[config.mk]
export PLATFORM = sky130hd
export DESIGN_NAME = pivot_selector
export DESIGN_NICKNAME = d
export VERILOG_FILES = /design/src/rtl/pivot_selector.sv
export SDC_FILE = /design/constraint.sdc
export NUM_CORES = 1
export LEC_CHECK = 0
export CAP_MARGIN = 20
export CORE_AREA = 2 2 188 190
export DETAILED_ROUTE_END_ITERATION = 8
export DIE_AREA = 0 0 190 192
export HOLD_SLACK_MARGIN = 0.12
export SKIP_LAST_GASP = 1
export SLEW_MARGIN = 10
export SYNTH_ARGS = -nofsm -noshare
export SYNTH_HDL_FRONTEND = slang
export SYNTH_SLANG_ARGS = --single-unit
[constraint.sdc]
create_clock -name clk -period 7.5 [get_ports clk]
set_input_delay 1.5 -clock clk [delete_from_list [all_inputs] [get_ports clk]]
set_output_delay 1.5 -clock clk [all_outputs]
set_load 0.05 [all_outputs]
[src/rtl/pivot_selector.sv]
// ============================================================================
// Module   : pivot_selector
// Purpose  : Reads a 4x4 signed covariance matrix row by row and selects the
//            Jacobi pivot pair (p,q), or a round-robin pair when the macro
//            PIVOT_CYCLIC_EN is defined.
// Revision : 1.0 - initial release
// ============================================================================
`default_nettype none

module pivot_selector #(
    parameter logic [7:0] THRESH   = 8'd2,
    parameter int         READ_LAT = 1
) (
    input  logic        clk,
    input  logic        rst,
    input  logic        start,
    output logic        ena_cov,
    output logic [1:0]  addra_cov,
    input  logic [31:0] douta_cov,
    output logic [1:0]  p,
    output logic [1:0]  q,
    output logic [7:0]  a_pp,
    output logic [7:0]  a_qq,
    output logic [7:0]  a_pq,
    output logic        pivot_valid,
    output logic        converged,
    output logic        busy
);

    localparam logic [2:0] S_IDLE    = 3'd0;
    localparam logic [2:0] S_READ    = 3'd1;
    localparam logic [2:0] S_CAPTURE = 3'd2;
    localparam logic [2:0] S_COMPARE = 3'd3;
    localparam logic [2:0] S_DONE    = 3'd4;
    localparam logic [2:0] C_LAST_PAIR = 3'd5;

    generate
        if (READ_LAT != 1) begin : g_lat_check
            $error("pivot_selector: only READ_LAT == 1 is supported");
        end
    endgenerate

    function automatic logic [1:0] f_pair_p(input logic [2:0] idx);
        case (idx)
            3'd0, 3'd1, 3'd2: f_pair_p = 2'd0;
            3'd3, 3'd4:       f_pair_p = 2'd1;
            default:          f_pair_p = 2'd2;
        endcase
    endfunction

    function automatic logic [1:0] f_pair_q(input logic [2:0] idx);
        case (idx)
            3'd0:       f_pair_q = 2'd1;
            3'd1, 3'd3: f_pair_q = 2'd2;
            default:    f_pair_q = 2'd3;
        endcase
    endfunction

    // Column 0 lives in the most significant byte of the row word.
    function automatic logic [7:0] f_elem(input logic [31:0] row, input logic [1:0] col);
        case (col)
            2'd0:    f_elem = row[31:24];
            2'd1:    f_elem = row[23:16];
            2'd2:    f_elem = row[15:8];
            default: f_elem = row[7:0];
        endcase
    endfunction

    logic [2:0]  r_state;
    logic [2:0]  w_next;
    logic        r_ena;
    logic [1:0]  r_addr;
    logic        r_rd_vld;
    logic [1:0]  r_rd_addr;
    logic [31:0] r_rows [4];
    logic [2:0]  r_cnt;
    logic [7:0]  r_max_mag;
    logic [2:0]  r_max_idx;
    logic [1:0]  r_p, r_q;
    logic [7:0]  r_a_pp, r_a_qq, r_a_pq;
    logic        r_conv;

    logic [7:0]  w_elem, w_mag, w_fin_mag;
    logic [2:0]  w_fin_idx, w_sel_idx;
    logic [1:0]  w_sel_p, w_sel_q;
    logic        w_last;

    always_ff @(posedge clk or posedge rst) begin
        if (rst) r_state <= S_IDLE;
        else     r_state <= w_next;
    end

    always_comb begin
        w_next = r_state;
        case (r_state)
            S_IDLE:    if (start) w_next = S_READ;
            S_READ:    if (r_addr == 2'd3) w_next = S_CAPTURE;
            S_CAPTURE: w_next = S_COMPARE;
            S_COMPARE: if (r_cnt == C_LAST_PAIR) w_next = S_DONE;
            S_DONE:    w_next = S_IDLE;
            default:   w_next = S_IDLE;
        endcase
    end

    always_comb begin
        busy        = (r_state != S_IDLE);
        pivot_valid = (r_state == S_DONE);
    end

    assign w_elem    = f_elem(r_rows[f_pair_p(r_cnt)], f_pair_q(r_cnt));
    assign w_mag     = w_elem[7] ? (~w_elem + 8'd1) : w_elem;
    assign w_fin_mag = (w_mag > r_max_mag) ? w_mag : r_max_mag;
    assign w_fin_idx = (w_mag > r_max_mag) ? r_cnt : r_max_idx;
    assign w_last    = (r_state == S_COMPARE) && (r_cnt == C_LAST_PAIR);

`ifdef PIVOT_CYCLIC_EN
    logic [2:0] r_rr_idx;

    always_ff @(posedge clk or posedge rst) begin
        if (rst)         r_rr_idx <= 3'd0;
        else if (w_last) r_rr_idx <= (r_rr_idx == C_LAST_PAIR) ? 3'd0 : r_rr_idx + 3'd1;
    end

    assign w_sel_idx = r_rr_idx;

    // The max-search index only drives converged-independent selection otherwise.
    logic w_unused_idx;
    assign w_unused_idx = ^w_fin_idx;
`else
    assign w_sel_idx = w_fin_idx;
`endif

    assign w_sel_p = f_pair_p(w_sel_idx);
    assign w_sel_q = f_pair_q(w_sel_idx);

    always_ff @(posedge clk or posedge rst) begin
        if (rst) begin
            r_ena     <= 1'b0;
            r_addr    <= 2'd0;
            r_rd_vld  <= 1'b0;
            r_rd_addr <= 2'd0;
            r_cnt     <= 3'd0;
            r_max_mag <= 8'd0;
            r_max_idx <= 3'd0;
            r_p       <= 2'd0;
            r_q       <= 2'd0;
            r_a_pp    <= 8'd0;
            r_a_qq    <= 8'd0;
            r_a_pq    <= 8'd0;
            r_conv    <= 1'b0;
            for (int i = 0; i < 4; i++) r_rows[i] <= 32'd0;
        end else begin
            // One-cycle delayed copy of the read request marks when douta is valid.
            r_rd_vld  <= r_ena;
            r_rd_addr <= r_addr;
            if (r_rd_vld) r_rows[r_rd_addr] <= douta_cov;

            if (r_state == S_IDLE && start) begin
                r_ena  <= 1'b1;
                r_addr <= 2'd0;
            end else if (r_state == S_READ) begin
                if (r_addr == 2'd3) begin
                    r_ena  <= 1'b0;
                    r_addr <= 2'd0;
                end else begin
                    r_addr <= r_addr + 2'd1;
                end
            end

            if (r_state == S_COMPARE) r_cnt <= r_cnt + 3'd1;
            else                      r_cnt <= 3'd0;

            if (r_state == S_CAPTURE) begin
                r_max_mag <= 8'd0;
                r_max_idx <= 3'd0;
            end else if (r_state == S_COMPARE) begin
                r_max_mag <= w_fin_mag;
                r_max_idx <= w_fin_idx;
            end

            if (w_last) begin
                r_p    <= w_sel_p;
                r_q    <= w_sel_q;
                r_a_pp <= f_elem(r_rows[w_sel_p], w_sel_p);
                r_a_qq <= f_elem(r_rows[w_sel_q], w_sel_q);
                r_a_pq <= f_elem(r_rows[w_sel_p], w_sel_q);
                r_conv <= (w_fin_mag < THRESH);
            end
        end
    end

    assign ena_cov   = r_ena;
    assign addra_cov = r_addr;
    assign p         = r_p;
    assign q         = r_q;
    assign a_pp      = r_a_pp;
    assign a_qq      = r_a_qq;
    assign a_pq      = r_a_pq;
    assign converged = r_conv;

endmodule

`default_nettype wire

Word-level counts from Yosys, hierarchy flattened
Cells that the tools add are included.

Add/sub/neg operators: 3. Multiply operators: 0. Div/mod/pow operators: 0. $lt $le $gt $ge: 7. Eq/ne operators: 23. Shifts and indexed selects: 0. Mux-type cells: 38. Bitwise operators: 5. Reductions and logical operators: 21.

Operator list (number): 32-bit two-way mux (7); 32-bit binary-select mux with 2-bit select (3); 128-bit bitwise mux (1); 8-bit case mux with 3 select lines (4); 32-bit demux with 2-bit select (1); 8-bit two-way mux (4); 3-bit two-way mux (7); 3-bit by 2-bit equality test with 1-bit output, second input constant (6); 2-bit case mux with 2 select lines (4); 3-bit equality test, second input constant (4); 3-bit >= comparator, second input constant (4); 2-bit NOT with 3-bit output (4); 3-bit case mux with 4 select lines (1); 3-bit by 1-bit equality test with 1-bit output, second input constant (3); 3-bit zero test (3); 8-bit by 1-bit adder with 8-bit output, second input constant (1); 2-bit equality test, second input constant (4); 8-bit > comparator (1); 8-bit by 2-bit less-than comparator with 1-bit output, second input constant (1); 8-bit NOT (1); 2-bit OR reduction (4); 2-bit by 1-bit equality test with 1-bit output, second input constant (3); 2-bit zero test (3); 2-bit two-way mux (3); other kinds (12) (20).

Register bits: 180. Latch bits: 0. Bits in writable memories: 0. Memory bits (read-only): 0. Output and inout port bits: 34. Logic and storage cells: 115. Memories kept: 0.

Logic depth before layout (Yosys ltp)
Gate-level depths: netlist (run 1).

Depth in word-level cells: 21. Depth in mapped cells: 30.

Worst setup path before layout (run 1)
No wires, ideal clock.

Path type: register -> register. Start: register r_cnt[0]. End: register r_a_qq[7], in the netlist a_qq[7]. Setup time: 136 ps. Arrival time: 5926 ps. Required time: 7364 ps. Setup slack: 1438 ps. Cell stages (with the launch flop): 28. Path buffers: 6. Period minus slack after synthesis: 6062 ps. Path through: dfrtp_1 -> buf_2 -> inv_1 -> ha_1 -> buf_4 -> inv_1 -> o21ai_1 -> clkbuf_1 -> mux2_2 -> o221ai_1 -> nand4_1 -> or2_2 -> o21ai_0 -> xnor2_1 -> ha_1 -> a21o_1 -> a21o_1 -> nor2_1 -> o22a_1 -> clkbuf_1 -> nand3b_1 -> o21ai_0 -> ha_1 -> clkbuf_1 -> clkbuf_1 -> mux4_2 -> a21oi_1 -> o21ai_0.

Word-level cells in the longest chain between the ends: 21.

Ends and longest elaborated chain: start, declared (line 76) `logic [2:0] r_cnt;`; start signal, assigned (line 170) `if (r_state == S_COMPARE) r_cnt <= r_cnt + 3'd1;`; 3-bit by 1-bit equality test with 1-bit output (tied with other cells) (line 44, 52); 3-bit OR reduction / 2-bit OR reduction (equally long branches) (line 44) `case (idx)`; 2-bit case mux with 2 select lines (line 44); 2-bit NOT with 3-bit output (implied by the code) (line 110) `assign w_elem = f_elem(r_rows[f_pair_p(r_cnt)], f_pair_q(r_cnt));`; 32-bit binary-select mux with 2-bit select (line 110); 32-bit two-way mux (implied by the code) (2 in a row) (line 110); 8-bit case mux with 3 select lines (line 61) `case (col)`; 8-bit NOT (line 111) `assign w_mag = w_elem[7] ? (~w_elem + 8'd1) : w_elem;`; (+3 left out); 3-bit two-way mux (line 113) `assign w_fin_idx = (w_mag > r_max_mag) ? r_cnt : r_max_idx;`; 3-bit by 2-bit equality test with 1-bit output / 3-bit by 1-bit equality test with 1-bit output (equally long branches) (line 52) `case (idx)`; 2-bit OR reduction (line 52); 2-bit case mux with 2 select lines (line 52); 2-bit NOT with 3-bit output (implied by the code) (line 185) `r_a_qq <= f_elem(r_rows[w_sel_q], w_sel_q);`; 32-bit binary-select mux with 2-bit select (line 185); 32-bit two-way mux (implied by the code) (2 in a row) (line 185); 8-bit case mux with 3 select lines (line 61); end signal, assigned (line 185); end, declared (line 80) `logic [7:0] r_a_pp, r_a_qq, r_a_pq;`.

Parallel ways exist; a longest one is shown, timed or not. The select of a mux whose other input is x is not followed. A chain may end at the register's enable or synchronous reset.

Worst setup path in the final report (run 1)
Start: register r_cnt[0]. End: register r_a_qq[3], in the netlist a_qq[3].

The elaborated chain is that of the path after synthesis.

==> results.toml, run 1 <==
[sta]
final_max_slew_viol_count = 0
setup_viol = 0
period_needed_ps = 6830
fin_skew_ps = 11.3
relSlewSlack_pct = 41.4
worstMarginPinSlew_ps = 878
hold_viol = 0
rsz0062_at_grt = "false"
fin_setup_tns_ps = 0
fmax_ghz = 0.147
fin_crit_sh_pct = 91.0

[floorplanning]
die-area_mm2 = 0.0365
start_util_pct = 24.8
rows = 68
die_width_um = 190
pin_count = 69
chipHeight_um = 192
core_mm2 = 0.0343

[synthesis]
postSynthCellCount = 823
yosysMostFrequentCell = "dfrtp_1"
synth_edf_count = 0
synth_area_mm2 = 0.00851
ys_seq_elements = 156
ys_types = 67
synth_area_per_cell_um2 = 10.3
yosysTopAreaCell = "dfrtp_1"
synthesis.nets = 873
async_flop_share_pct = 100
synth_top_area_share_pct = 45.9
synth_flop_cell = "dfrtp_1"
netlist_top_cells_count = "dfrtp_1 (156), mux2_2 (102), nor2_1 (87)"
yosys_warnings = 0
seq_area_frac_synth_pct = 45.9
synth_area_leaders = "dfrtp_1 (46%), mux2_2 (14%), nor2_1 (3.8%)"

[setup_path]
path_max_fanout = 21
endpoint_kind = "register"
crit_buf_inv = 3
cp.required_ps = 7790
critPathKind = "register to register"
worstPathArrival_ps = 7110
critPathSlowestCell = "dfrtp_2"
cp_top_family = "compound AO/OA/AOI/OAI gates"
slowest_delay_ps = 580
path_cells = "inv_1 -> ha_1 -> mux2i_4 -> buf_4 -> mux2i_1 -> a211oi_2 -> nor2_2 -> nand4_1 -> or2_2 -> o21ai_0 -> xnor2_1 -> ha_1 -> a21o_1 -> a21o_1 -> nor2_1 -> o22a_1 -> nand3b_1 -> o21ai_0 -> ha_1 -> buf_4 -> mux4_2 -> a21oi_1 -> o21ai_0"
cp-start-kind = "register"

[route]
vias = 6868
drt_iter0_drc = 644
ant_nets = 0
vias_per_cell = 5.10
first_pass_iters = 5
drt_drc_violations_left = 0
wl_met3_mm = 1.85
wl_per_cell_um = 19.5
met2_length_mm = 12.2
maxUsedRoutingLayer = "met4"
wl_met1_mm = 11.8
routed_wl_mm = 26.2

[cts]
h-tree-depth = 4
clk_pin_slew_ps = 70
clockBufferDepth = 2
cts-root-buf = "clkbuf_16"
cts.sinks = 156
cts_tree = "done"
cts_buffers = 17
worstSkewPairLatency_ps = 430
hold_buffers = 0

[finish]
nNetsFinal = 928
n_antenna_cell = 0
drive_gt1_share_pct = 20.1
area_delta_synth_final_pct = 20.8
final_util_pct = 30.0

[placement]
gp_congestion = 0.891
dpl.hpwl_mm = 18.8
portBuffers = 68

[status]
status = "finished, final reports clean"

[global_route]
grt_pass1_vias = 6815
overflow = 0
antenna_found_initial = 0
grt_pass1_wl_mm = 40.9
grt_max_degree = 94
grtUsageTotal_pct = 14.6

[job]
cap_violations = 0

[hold_path]
hold_class = "register to register"
state kept, by name (all words and copies together) (netlist names):
name,count
a_qq,8
p,2
r_rd_addr,2
r_state,3
r_rows,104
converged,1
q,2
a_pp,8
addra_cov,2
a_pq,8
r_max_mag,8
r_cnt,3
r_rd_vld,1
r_max_idx,3
ena_cov,1
metal layers:
layer  up-vias  track usage (%)
li1       3137                -
met1      3450             20.1
met2       256             23.2
met3        25             3.65
met4         0             3.13
met5         -                0
final cells by class:
cell class	instances	area, µm²
clock buffers	17	425
clock inverters	15	178
fillers	3521	24000
inverters	26	103
multi-input cells	589	4270
flip-flops and latches	156	3910
well taps	455	569
repair buffers	88	831
metrics by stage:
step	cells	cell area, µm²	hold WS [ps]	setup WS (ps)
floorplan	823	8510	474	1440
global placement	1314	9680	432	756
detailed placement	1314	9680	432	563
CTS	1346	10300	449	516
global route	1346	10300	469	18.9
finish	1346	10300	442	675
cell usage in the layout, fill, tap and decap left out, drive strengths merged, types with 7 or more instances in the layout:
cell,instances
a211oi,7
o21ai,52
mux2i,22
o22ai,15
buf,20
inv,34
clkdlybuf4s50,68
mux2,103
o221ai,17
a2111oi,9
mux4,8
nor2,88
clkbuf,17
a22oi,8
a221oi,16
dfrtp,156
ha,15
nand2,83
o31a,7
a21oi,44
path summary, 6_finish.rpt:
kind                            depth (start not counted)                 from  slack, ps                   to
worst max-delay path                                   23   r_cnt[0]$_DFF_PP0_        670  a_qq[3]$_DFFE_PP0P_
worst min-delay path                                    0  ena_cov$_DFFE_PP0P_        440   r_rd_vld$_DFF_PP0_
worst max register to register                         23   r_cnt[0]$_DFF_PP0_        670  a_qq[3]$_DFFE_PP0P_
worst min register to register                          0  ena_cov$_DFFE_PP0P_        440   r_rd_vld$_DFF_PP0_
max in group asynchronous                               3                  rst       4540   r_cnt[0]$_DFF_PP0_
min in group asynchronous                               2                  rst       1590  a_pp[2]$_DFFE_PP0P_
logic make-up (layout without fill, tap and decap cells):
logic type      Yosys count  count (layout)  synth area share, %
simple gates            222             222                 11.4
xor+xnor                  7               7                0.721
mux                     133             133                 18.5
flops                   156             156                 45.9
compound gates          212             212                 17.3
buf+inv                  78             146                 3.99
fa+ha+maj                15              15                 2.21
what timing repair did:
action,4_1_cts,5_1_grt
gates resized for setup,0,1
buffers inserted,0,0
endpoints found under the setup margin,0,12
Power of run 1 is not shown: default switching activity piles up to over one toggle a cycle in this logic, so the estimate is an artifact.
==> inputs of run 2 (changes only) <==
PLACE_DENSITY = 0.52   (was unset)
SKIP_CTS_REPAIR_TIMING = 1   (was unset)
==> run 2 against run 1 <==
Hold slack improved by 12 ps; design area decreased by 0.13%; first-iteration DRC count down 13%; via count down 1.4%; routed wire length up 2.9%; critical path depth is 2 lower; final cell count hardly changed; critical path type unchanged.
==> results.toml, run 2 (synthesis gave the netlist of run 1 again) <==
[placement]
portBuffers = 68
dpl.hpwl_mm = 19.3
gp_congestion = 0.864

[sta]
relSlewSlack_pct = 35.6
final_max_slew_viol_count = 0
rsz0062_at_grt = "false"
hold_viol = 0
fin_crit_sh_pct = 89.8
fin_setup_tns_ps = 0
setup_viol = 0
worstMarginPinSlew_ps = 966
fin_skew_ps = 10.8
period_needed_ps = 6740
fmax_ghz = 0.148

[setup_path]
worstPathArrival_ps = 7040
rr_endpoint = "a_qq[1]$_DFFE_PP0P_"
critPathKind = "register to register"
r2r_slack_ps = 760
path_max_fanout = 11
cp.required_ps = 7800
endpoint_kind = "register"
endpoint = "a_qq[1]$_DFFE_PP0P_"
worstRegToRegCells = 21
crit_start = "r_cnt[1]$_DFF_PP0_"
cp-start-kind = "register"
timing.rr.start = "r_cnt[1]$_DFF_PP0_"

[cts]
cts_buffers = 17
cts.sinks = 156
h-tree-depth = 4
clk_pin_slew_ps = 70
clockBufferDepth = 2
cts_tree = "done"
worstSkewPairLatency_ps = 440
cts-root-buf = "clkbuf_16"

[hold_path]
hold_class = "register to register"

[global_route]
overflow = 0
grtUsageTotal_pct = 15.2
grt_pass1_wl_mm = 42.1
antenna_found_initial = 0
grt_max_degree = 100
grt_pass1_vias = 6909

[floorplanning]
die_width_um = 190
die-area_mm2 = 0.0365
rows = 68
start_util_pct = 24.8
core_mm2 = 0.0343
chipHeight_um = 192
pin_count = 69

[route]
drt_iter0_drc = 558
ant_nets = 0
first_pass_iters = 4
wl_per_cell_um = 20.0
vias_per_cell = 5.03
drt_drc_violations_left = 0
vias = 6769
routed_wl_mm = 26.9

[finish]
mostFrequentLayoutCell = "dfrtp_1"
nNetsFinal = 928
n_antenna_cell = 0
multi_input_area_mm2 = 0.00427
regArea_mm2 = 0.00390
area_delta_synth_final_pct = 20.7
largest_reg_flops = 104
nFillCells = 3547
final_cell_mix = "dfrtp_1 (156), mux2_2 (102), nor2_1 (87)"
top_register = "r_rows"
drive_gt1_share_pct = 19.6

[job]
cap_violations = 0

[status]
status = "finished, final reports clean"
[run 2: worst min-delay path by stage]
| stage | startpoint | depth (start not counted) | slack (ps) | to |
|---|---|---|---|---|
| 2_1_floorplan | r_rows[55]$_DFFE_PP0P_ | 1 | 470 | r_rows[55]$_DFFE_PP0P_ |
| 3_3_place_gp | ena_cov$_DFFE_PP0P_ | 0 | 440 | r_rd_vld$_DFF_PP0_ |
| 3_5_place_dp | addra_cov[1]$_DFFE_PP0P_ | 0 | 440 | r_rd_addr[1]$_DFF_PP0_ |
| 4_1_cts | addra_cov[1]$_DFFE_PP0P_ | 0 | 450 | r_rd_addr[1]$_DFF_PP0_ |
| 5_1_grt | ena_cov$_DFFE_PP0P_ | 0 | 470 | r_rd_vld$_DFF_PP0_ |
| 6_report | ena_cov$_DFFE_PP0P_ | 0 | 450 | r_rd_vld$_DFF_PP0_ |
[run 2: cell type report]
| class | instances | share of cell area [%] |
|---|---|---|
| clock buffer | 21 | 4.39 |
| sequential | 156 | 38.0 |
| tap | 455 | 5.54 |
| clock inverter | 10 | 1.36 |
| multi-input combinational | 589 | 41.6 |
| inverter | 26 | 0.999 |
| timing repair buffer | 88 | 8.09 |
[run 2: per-stage QoR]
stage	utilization (%)	instance area, µm²	cells	hold slack, ps	setup slack (ps)
after CTS	29.9	10300	1345	455	801
after global placement	28.2	9680	1314	435	1020
after detailed placement	28.2	9680	1314	436	806
after global routing	29.9	10300	1345	471	69.2
final	29.9	10300	1345	454	763
after floorplan	-	8510	823	474	1440
[run 2: worst max-delay path, cell delays in order (launching register included)]
cell	delay [ps]
dfrtp_1	430
ha_1	560
nor3_1	130
o21ai_1	500
mux2_2	410
o221ai_1	460
nand4_1	170
or2_2	320
o21ai_0	210
xnor2_1	180
ha_1	290
a21o_1	180
a21o_1	190
nor2_1	340
o22a_1	380
nand3b_1	100
o21ai_0	150
ha_1	450
buf_4	260
mux4_2	500
a21oi_1	260
o21ai_0	110
[run 2: metal layers]
| layer | wire (µm) | GRT usage [%] |
|---|---|---|
| met1 | 12800 | 21.1 |
| met5 | 0 | 0 |
| met3 | 1310 | 3.20 |
| met4 | 484 | 4.62 |
| met2 | 12300 | 23.8 |
Power of run 2 is left out for the same reason.
==> inputs of run 3 (changes only) <==
HOLD_SLACK_MARGIN = 0.08   (was 0.12)
RECOVER_POWER = 25   (was unset)
==> run 3 against run 2 <==
Via count shrank 0.13%; routed wire length shrank 0.48%; highest routed layer unchanged; register-to-register slack gained 30 ps; worst setup slack gained 32 ps; clock skew is essentially flat; die area is the same; non-clock buffer count is the same; hold slack is essentially flat; critical path type unchanged; critical path depth is the same; sequential share of layout area is essentially flat.
==> results.toml, run 3 (synthesis gave the netlist of run 1 again) <==
[hold_path]
hold_class = "register to register"
hold_start = "ena_cov$_DFFE_PP0P_"
whs_endpoint = "r_rd_vld$_DFF_PP0_"
hold_depth = 0

[finish]
drive_gt1_share_pct = 19.4
nNetsFinal = 928
largest_reg_flops = 104
mostFrequentLayoutCell = "dfrtp_1"
top_register = "r_rows"
area_delta_synth_final_pct = 20.7
nFillCells = 3546
multi_input_area_mm2 = 0.00427
regArea_mm2 = 0.00390
fin_area_mm2 = 0.0103
final_cell_mix = "dfrtp_1 (156), mux2_2 (102), nor2_1 (87)"

[floorplanning]
die-area_mm2 = 0.0365
core_mm2 = 0.0343
rows = 68
die_width_um = 190
start_util_pct = 24.8
pin_count = 69
chipHeight_um = 192

[sta]
final_max_slew_viol_count = 0
period_needed_ps = 6700
relSlewSlack_pct = 35.9
setup_viol = 0
fin_ws_ps = 795
fin_setup_tns_ps = 0
rsz0062_at_grt = "false"
hold_viol = 0
worstMarginPinSlew_ps = 962
fmax_ghz = 0.149
fin_skew_ps = 11.1
fin_crit_sh_pct = 89.4

[global_route]
grt_max_degree = 100
grt_pass1_wl_mm = 42.1
overflow = 0
grt_pass1_vias = 6909
antenna_found_initial = 1
grtUsageTotal_pct = 15.2

[cts]
clockBufferDepth = 2
cts_tree = "done"
cts-root-buf = "clkbuf_16"
cts.sinks = 156
worstSkewPairLatency_ps = 440
clk_pin_slew_ps = 70
cts_buffers = 17
h-tree-depth = 4

[status]
status = "finished, final reports clean"

[setup_path]
r2r_slack_ps = 800
rr_endpoint = "a_qq[1]$_DFFE_PP0P_"
cp-start-kind = "register"
worstPathArrival_ps = 7010
critPathKind = "register to register"
path_max_fanout = 11
critPathSlowestCell = "ha_1"
path_cells = "ha_1 -> nor3_1 -> o21ai_1 -> mux2_2 -> o221ai_1 -> nand4_1 -> or2_2 -> o21ai_0 -> xnor2_1 -> ha_1 -> a21o_1 -> a21o_1 -> nor2_1 -> o22a_1 -> nand3b_1 -> o21ai_0 -> ha_1 -> buf_4 -> mux4_2 -> a21oi_1 -> o21ai_0"
crit_buf_inv = 1
worstRegToRegCells = 21
slowest_delay_ps = 540
endpoint_kind = "register"
cp.required_ps = 7800
timing.rr.start = "r_cnt[1]$_DFF_PP0_"
cp_top_family = "compound AO/OA/AOI/OAI gates"

[placement]
dpl.hpwl_mm = 19.3
portBuffers = 68
dpl_worst_slack_ps = 806
gp_congestion = 0.864
place_area_mm2 = 0.00968

[route]
first_pass_iters = 4
drt_drc_violations_left = 0
drt_iter0_drc = 562
wl_per_cell_um = 19.9
vias_per_cell = 5.02
ant_nets = 0
vias = 6760
routed_wl_mm = 26.8

[job]
cap_violations = 0
run 3: changes by cell type in the layout (fill, tap and decap cells not counted), sizes merged:
cell / previous run / this run
clkdlybuf4s50: 68 / 39
dlygate4sd3: 0 / 29
diode: 0 / 1
run 3: worst max-delay path by stage:
stage / startpoint / to / slack (ps) / depth (start not counted)
after floorplan: r_cnt[0]$_DFF_PP0_ / a_qq[7]$_DFFE_PP0P_ / 1440 / 27
after global placement: r_cnt[1]$_DFF_PP0_ / a_qq[1]$_DFFE_PP0P_ / 1020 / 22
after detailed placement: r_cnt[1]$_DFF_PP0_ / a_qq[1]$_DFFE_PP0P_ / 810 / 23
after CTS: r_cnt[1]$_DFF_PP0_ / a_qq[1]$_DFFE_PP0P_ / 800 / 23
after global routing: r_cnt[1]$_DFF_PP0_ / a_qq[1]$_DFFE_PP0P_ / 70 / 23
final: r_cnt[1]$_DFF_PP0_ / a_qq[1]$_DFFE_PP0P_ / 800 / 21
run 3: through the flow:
step,std cells,util [%],hold WS [ps]
floorplan,823,-,474
global placement,1314,28.2,435
detailed placement,1314,28.2,436
CTS,1345,29.9,455
global route,1345,29.9,471
finish,1346,30.0,454
run 3: cell type report:
type                       count  area share, %
antenna                        1         0.0244
tap                          455           5.54
sequential                   156           38.0
timing repair buffer          88           8.09
inverter                      26          0.999
clock buffer                  21           4.39
clock inverter                10           1.36
multi-input combinational    589           41.6
run 3: metal layers:
layer  GRT usage [%]  part of all wire, %  vias to the layer above
li1                -                    -                     3134
met1            21.1                   47                     3396
met2            23.8                   46                      196
met3            3.20                  5.2                       34
met4            4.62                  1.8                        0
met5               0                    0                        -
Power of run 3 is left out for the same reason.
==> patch 1 (flow settings as in run 2) <==
Add a define of `PIVOT_CYCLIC_EN`.
--- a/src/rtl/pivot_selector.sv
+++ b/src/rtl/pivot_selector.sv
@@ -8,2 +8,4 @@
 `default_nettype none
+
+`define PIVOT_CYCLIC_EN
 
Formal check against the unedited RTL: same outputs for any inputs over 10 cycles, from zero or initial values and one cycle with rst high; that may be too few to reach the edited logic, so the function may still have changed.
==> patch 1 against run 2 <==
Global-route usage shrank 3.0 points; sequential share of layout area grew 0.58 points; design area shrank 10%; worst setup slack gained 1.1 ns; routed wire length shrank 20%; first-iteration DRC count shrank 33%; worst hold slack gained 0.0036 ns; area after synthesis shrank 13%; fmax grew 20%; final cell count shrank 10%; synthesized cell count shrank 16%; sequential cell count shrank 14; critical endpoint is now r_max_mag[1]; highest routed layer unchanged.
==> patch 1: results (changes against run 2) <==
{
  "hpwl": {"value": 15300, "unit": "µm", "change": "-21%"},
  "grtUsageTotal": {"value": 12.2, "unit": "%", "change": "-3.0 points"},
  "largest_stage_delay_on_the_critical_path": {"value": 0.65, "unit": "ns", "change": "+0.09 ns"},
  "placement.cell_area": {"value": 8520, "unit": "µm²", "change": "-12%"},
  "insertion_delay": {"value": 0.42, "unit": "ns", "change": "-0.02 ns"},
  "crit_start": {"value": "r_cnt[0]"},
  "syn_nets": {"value": 740, "change": "-15%"},
  "share_of_post_route_cells_with_drive_strength_above_1": {"value": 21.0, "unit": "%", "change": "+1.5 points"},
  "largest_register_ff_count": {"value": 90, "change": "-13%"},
  "critical_path_arrival": {"value": 5.98, "unit": "ns", "change": "-1.06 ns"},
  "run_status": {"value": "completed"},
  "finalClockSkew": {"value": 0.0105, "unit": "ns", "change": "-0.000261 ns"},
  "netlist_instances": {"value": 690, "change": "-16%"},
  "fin_cells": {"value": 1206, "change": "-10%"},
  "seq_area_frac_synth": {"value": 47.9, "unit": "%", "change": "+2.1 points"},
  "cpMaxStageDelayCell": {"value": "sky130_fd_sc_hd__or4b_4"},
  "synth_top_cells_by_count": {"value": "sky130_fd_sc_hd__dfrtp_1, sky130_fd_sc_hd__mux2_2, sky130_fd_sc_hd__nand2_1"},
  "post_synth_main_area_contributors": {"value": "sky130_fd_sc_hd__dfrtp_1, sky130_fd_sc_hd__mux2_2, sky130_fd_sc_hd__nand2_1, sky130_fd_sc_hd__mux2i_1, sky130_fd_sc_hd__o21ai_0"},
  "highest_net_fanout_along_the_worst_path": {"value": 17, "change": "+6"},
  "synth-adder-area-share": {"value": 2.53, "unit": "%", "change": "+0.33 points"},
  "fill_cells": {"value": 3597, "change": "+1.4%"},
  "timing.reg2reg.setup_slack": {"value": 1.87, "unit": "ns", "change": "+1.11 ns"},
  "routed-via-count": {"value": 5635, "change": "-17%"},
  "first_pass_grt_wire_length": {"value": 34200, "unit": "µm", "change": "-19%"},
  "finish.net_count": {"value": 789, "change": "-15%"},
  "vias_in_the_first_global_route": {"value": 5730, "change": "-17%"},
  "final.hold.worst_slack": {"value": 0.458, "unit": "ns", "change": "+0.00363 ns"},
  "grt_start_max_net_pins": {"value": 79, "change": "-21%"}
}
patch 1: changes by cell type after synthesis, moves of 7 or more:
cell                        before  now
sky130_fd_sc_hd__nor2_1         87   42
sky130_fd_sc_hd__o221ai_1       17    1
sky130_fd_sc_hd__dfrtp_1       156  142
sky130_fd_sc_hd__nand2_1        83   71
sky130_fd_sc_hd__nand3_1         5   17
sky130_fd_sc_hd__a21oi_1        43   33
sky130_fd_sc_hd__a22oi_1         8   17
sky130_fd_sc_hd__inv_1          25   16
sky130_fd_sc_hd__mux2_2        102   93
sky130_fd_sc_hd__a2111oi_0       9    1
sky130_fd_sc_hd__o21ai_1         8    1
sky130_fd_sc_hd__o31a_1          7    0
patch 1: cell type report:
| cell class | instances | area, µm² | area share, % |
|---|---|---|---|
| Clock buffer | 19 | 443 | 4.81 |
| Clock inverter | 12 | 184 | 2.00 |
| Inverter | 16 | 65.1 | 0.707 |
| Multi-Input combinational cell | 482 | 3590 | 39.0 |
| Sequential cell | 142 | 3550 | 38.6 |
| Tap cell | 455 | 569 | 6.18 |
| Timing Repair Buffer | 80 | 806 | 8.75 |
patch 1: metal layers:
layer  vias up  part of all wire (%)  track usage (%)
li1       2627                     -                -
met1      2848                    46             15.7
met2       139                    49             20.5
met3        21                   3.8             2.36
met4         0                   1.4             4.11
met5         -                     0                0
patch 1: worst max-delay path by stage:
| stage | to | depth (start not counted) |
|---|---|---|
| 6_report | r_max_mag[1] | 17 |
| 5_1_grt | r_max_mag[6] | 17 |
| 4_1_cts | r_max_mag[1] | 17 |
| 3_5_place_dp | r_max_mag[1] | 17 |
| 3_3_place_gp | r_max_mag[1] | 17 |
| 2_1_floorplan | a_pp[0] | 1 |
patch 1: worst reg2reg max path: stages, from the launching register on:
cell and delay, ns:
sky130_fd_sc_hd__dfrtp_1 0.58, sky130_fd_sc_hd__ha_1 0.38, sky130_fd_sc_hd__or4b_4 0.65, sky130_fd_sc_hd__nand2_4 0.21
sky130_fd_sc_hd__mux4_1 0.57, sky130_fd_sc_hd__a211oi_1 0.32, sky130_fd_sc_hd__o22ai_1 0.24, sky130_fd_sc_hd__o41ai_4 0.38
sky130_fd_sc_hd__xnor2_1 0.21, sky130_fd_sc_hd__inv_1 0.07, sky130_fd_sc_hd__ha_1 0.29, sky130_fd_sc_hd__a21o_1 0.18
sky130_fd_sc_hd__a21o_1 0.16, sky130_fd_sc_hd__a21oi_1 0.12, sky130_fd_sc_hd__o21ai_0 0.09, sky130_fd_sc_hd__o21a_1 0.22
sky130_fd_sc_hd__o21ai_0 0.62, sky130_fd_sc_hd__a22o_1 0.25
patch 1: power breakdown:
part           leakage [nW]  internal, mW  total (mW)  switching, mW
sequential             1.72          1.14        1.52          0.381
clock                 0.306         0.568       0.910          0.342
combinational          1.72          1.18        2.70           1.52
==> patch 2 (settings of run 2) <==
Without the edit above. Put one more register stage on the output `p`, with the module's reset. The value now appears one clock later. The other outputs are not delayed to match.
--- a/src/rtl/pivot_selector.sv
+++ b/src/rtl/pivot_selector.sv
@@ -193,3 +193,9 @@
     assign addra_cov = r_addr;
-    assign p         = r_p;
+    always_ff @(posedge clk or posedge rst) begin
+        if (rst) begin
+            p <= '0;
+        end else begin
+            p <= r_p;
+        end
+    end
     assign q         = r_q;
Behaviour: no difference found for any inputs over 10 cycles, from zero or initial values and one cycle with rst high; that may be too few to reach the edited logic, so the function may still have changed.
==> patch 2 against run 2 <==
Sequential cell count up 2; sequential share of layout area down 0.37 points; worst setup slack worse by 0.034 ns; non-clock buffer count up 11; critical path depth unchanged; core utilization up 0.68 points; area after synthesis up 1.9%; design area up 2.3%; routed wire length up 0.41%; final cell count up 0.22%; die area unchanged.
Power is not shown: default switching activity piles up to over one toggle a cycle in this logic, so the estimate is an artifact.
==> patch 2: results (changes against run 2) <==
{
  "relSlewSlack": {"value": 43.6, "unit": "%", "change": "+8.0 points"},
  "first_pass_grt_wire_length": {"value": 42000, "unit": "µm", "change": "about the same"},
  "finalClockSkew": {"value": 0.0145, "unit": "ns", "change": "+0.00374 ns"},
  "syn_nets": {"value": 867, "change": "-0.69%"},
  "post_synth_main_area_contributors": {"value": "sky130_fd_sc_hd__dfrtp_1, sky130_fd_sc_hd__mux2_2, sky130_fd_sc_hd__nand2_1, sky130_fd_sc_hd__nor2_1, sky130_fd_sc_hd__a21oi_1"},
  "fin_cells": {"value": 1348, "change": "+0.22%"},
  "vias_per_cell": {"value": 5.09, "change": "+1.1%"},
  "place.gp.congestion": {"value": 0.907, "change": "+5.0%"},
  "critical_path_arrival": {"value": 7.14, "unit": "ns", "change": "+0.10 ns"},
  "final.hold.worst_slack": {"value": 0.387, "unit": "ns", "change": "-0.0674 ns"},
  "drt_wl_total": {"value": 27000, "unit": "µm", "change": "+0.41%"},
  "grt_start_max_net_pins": {"value": 110, "change": "+10%"},
  "highest_net_fanout_along_the_worst_path": {"value": 17, "change": "+6"},
  "placement.cell_area": {"value": 9890, "unit": "µm²", "change": "+2.2%"},
  "first_drt_iteration_drcs": {"value": 511, "change": "-8.4%"},
  "vias_in_the_first_global_route": {"value": 6788, "change": "-1.8%"},
  "synth_top_cells_by_count": {"value": "sky130_fd_sc_hd__dfrtp_1, sky130_fd_sc_hd__mux2_2, sky130_fd_sc_hd__nand2_1"},
  "grtUsageTotal": {"value": 15.3, "unit": "%", "change": "+0.077 points"},
  "hpwl": {"value": 19300, "unit": "µm", "change": "-0.12%"},
  "synthesis.area_per_instance": {"value": 10.6, "unit": "µm²", "change": "+2.6%"},
  "timing.reg2reg.setup_slack": {"value": 0.73, "unit": "ns", "change": "-0.03 ns"},
  "run_status": {"value": "completed"},
  "share_of_post_route_cells_with_drive_strength_above_1": {"value": 22.7, "unit": "%", "change": "+3.2 points"},
  "largest_stage_delay_on_the_critical_path": {"value": 0.62, "unit": "ns", "change": "+0.06 ns"},
  "port_buffers": {"value": 68, "change": "unchanged"}
}
patch 2: logic make-up (layout without fill, tap and decap cells):
kind of cell	count (synthesis)	in the layout	share of synthesized area, %
AO/OA/AOI/OAI	216	216	18.5
AND/OR/NAND/NOR	215	215	11.0
flip-flops	158	158	45.6
multiplexers	132	132	18.0
buffers and inverters	74	150	3.96
adder cells (fa/ha/maj)	15	15	2.17
XOR/XNOR	7	7	0.707
patch 2: routing by layer:
layer	part of all wire [%]	global-route usage [%]	wire length [µm]
met3	5.2	3.62	1410
met5	0	0	0
met4	1.6	4.08	438
met2	46	23.9	12400
met1	47	21.2	12800
patch 2: area by class of cell:
cell class,instances,area [µm²]
Tap cell,455,569
Multi-Input combinational cell,585,4380
Fill cell,3496,23800
Sequential cell,158,3950
Timing Repair Buffer,99,946
Clock inverter,14,140
Inverter,19,76.3
Clock buffer,18,439
patch 2: worst paths after layout:
kind,startpoint,endpoint,depth (start not counted)
setup reg to reg,r_cnt[0],a_pq[4],21
setup / recovery,r_cnt[0],a_pq[4],21
min in group asynchronous,rst,r_rows[58],2
max in group asynchronous,rst,r_max_mag[7],3
hold / removal,r_p[0],p[0],0
hold reg to reg,r_p[0],p[0],0
patch 2: stage by stage:
step | utilization, % | setup slack, ns
floorplan | - | 1.29
finish | 30.6 | 0.729
CTS | 30.5 | 0.571
global placement | 28.8 | 0.689
global route | 30.6 | 0.219
detailed placement | 28.8 | 0.597
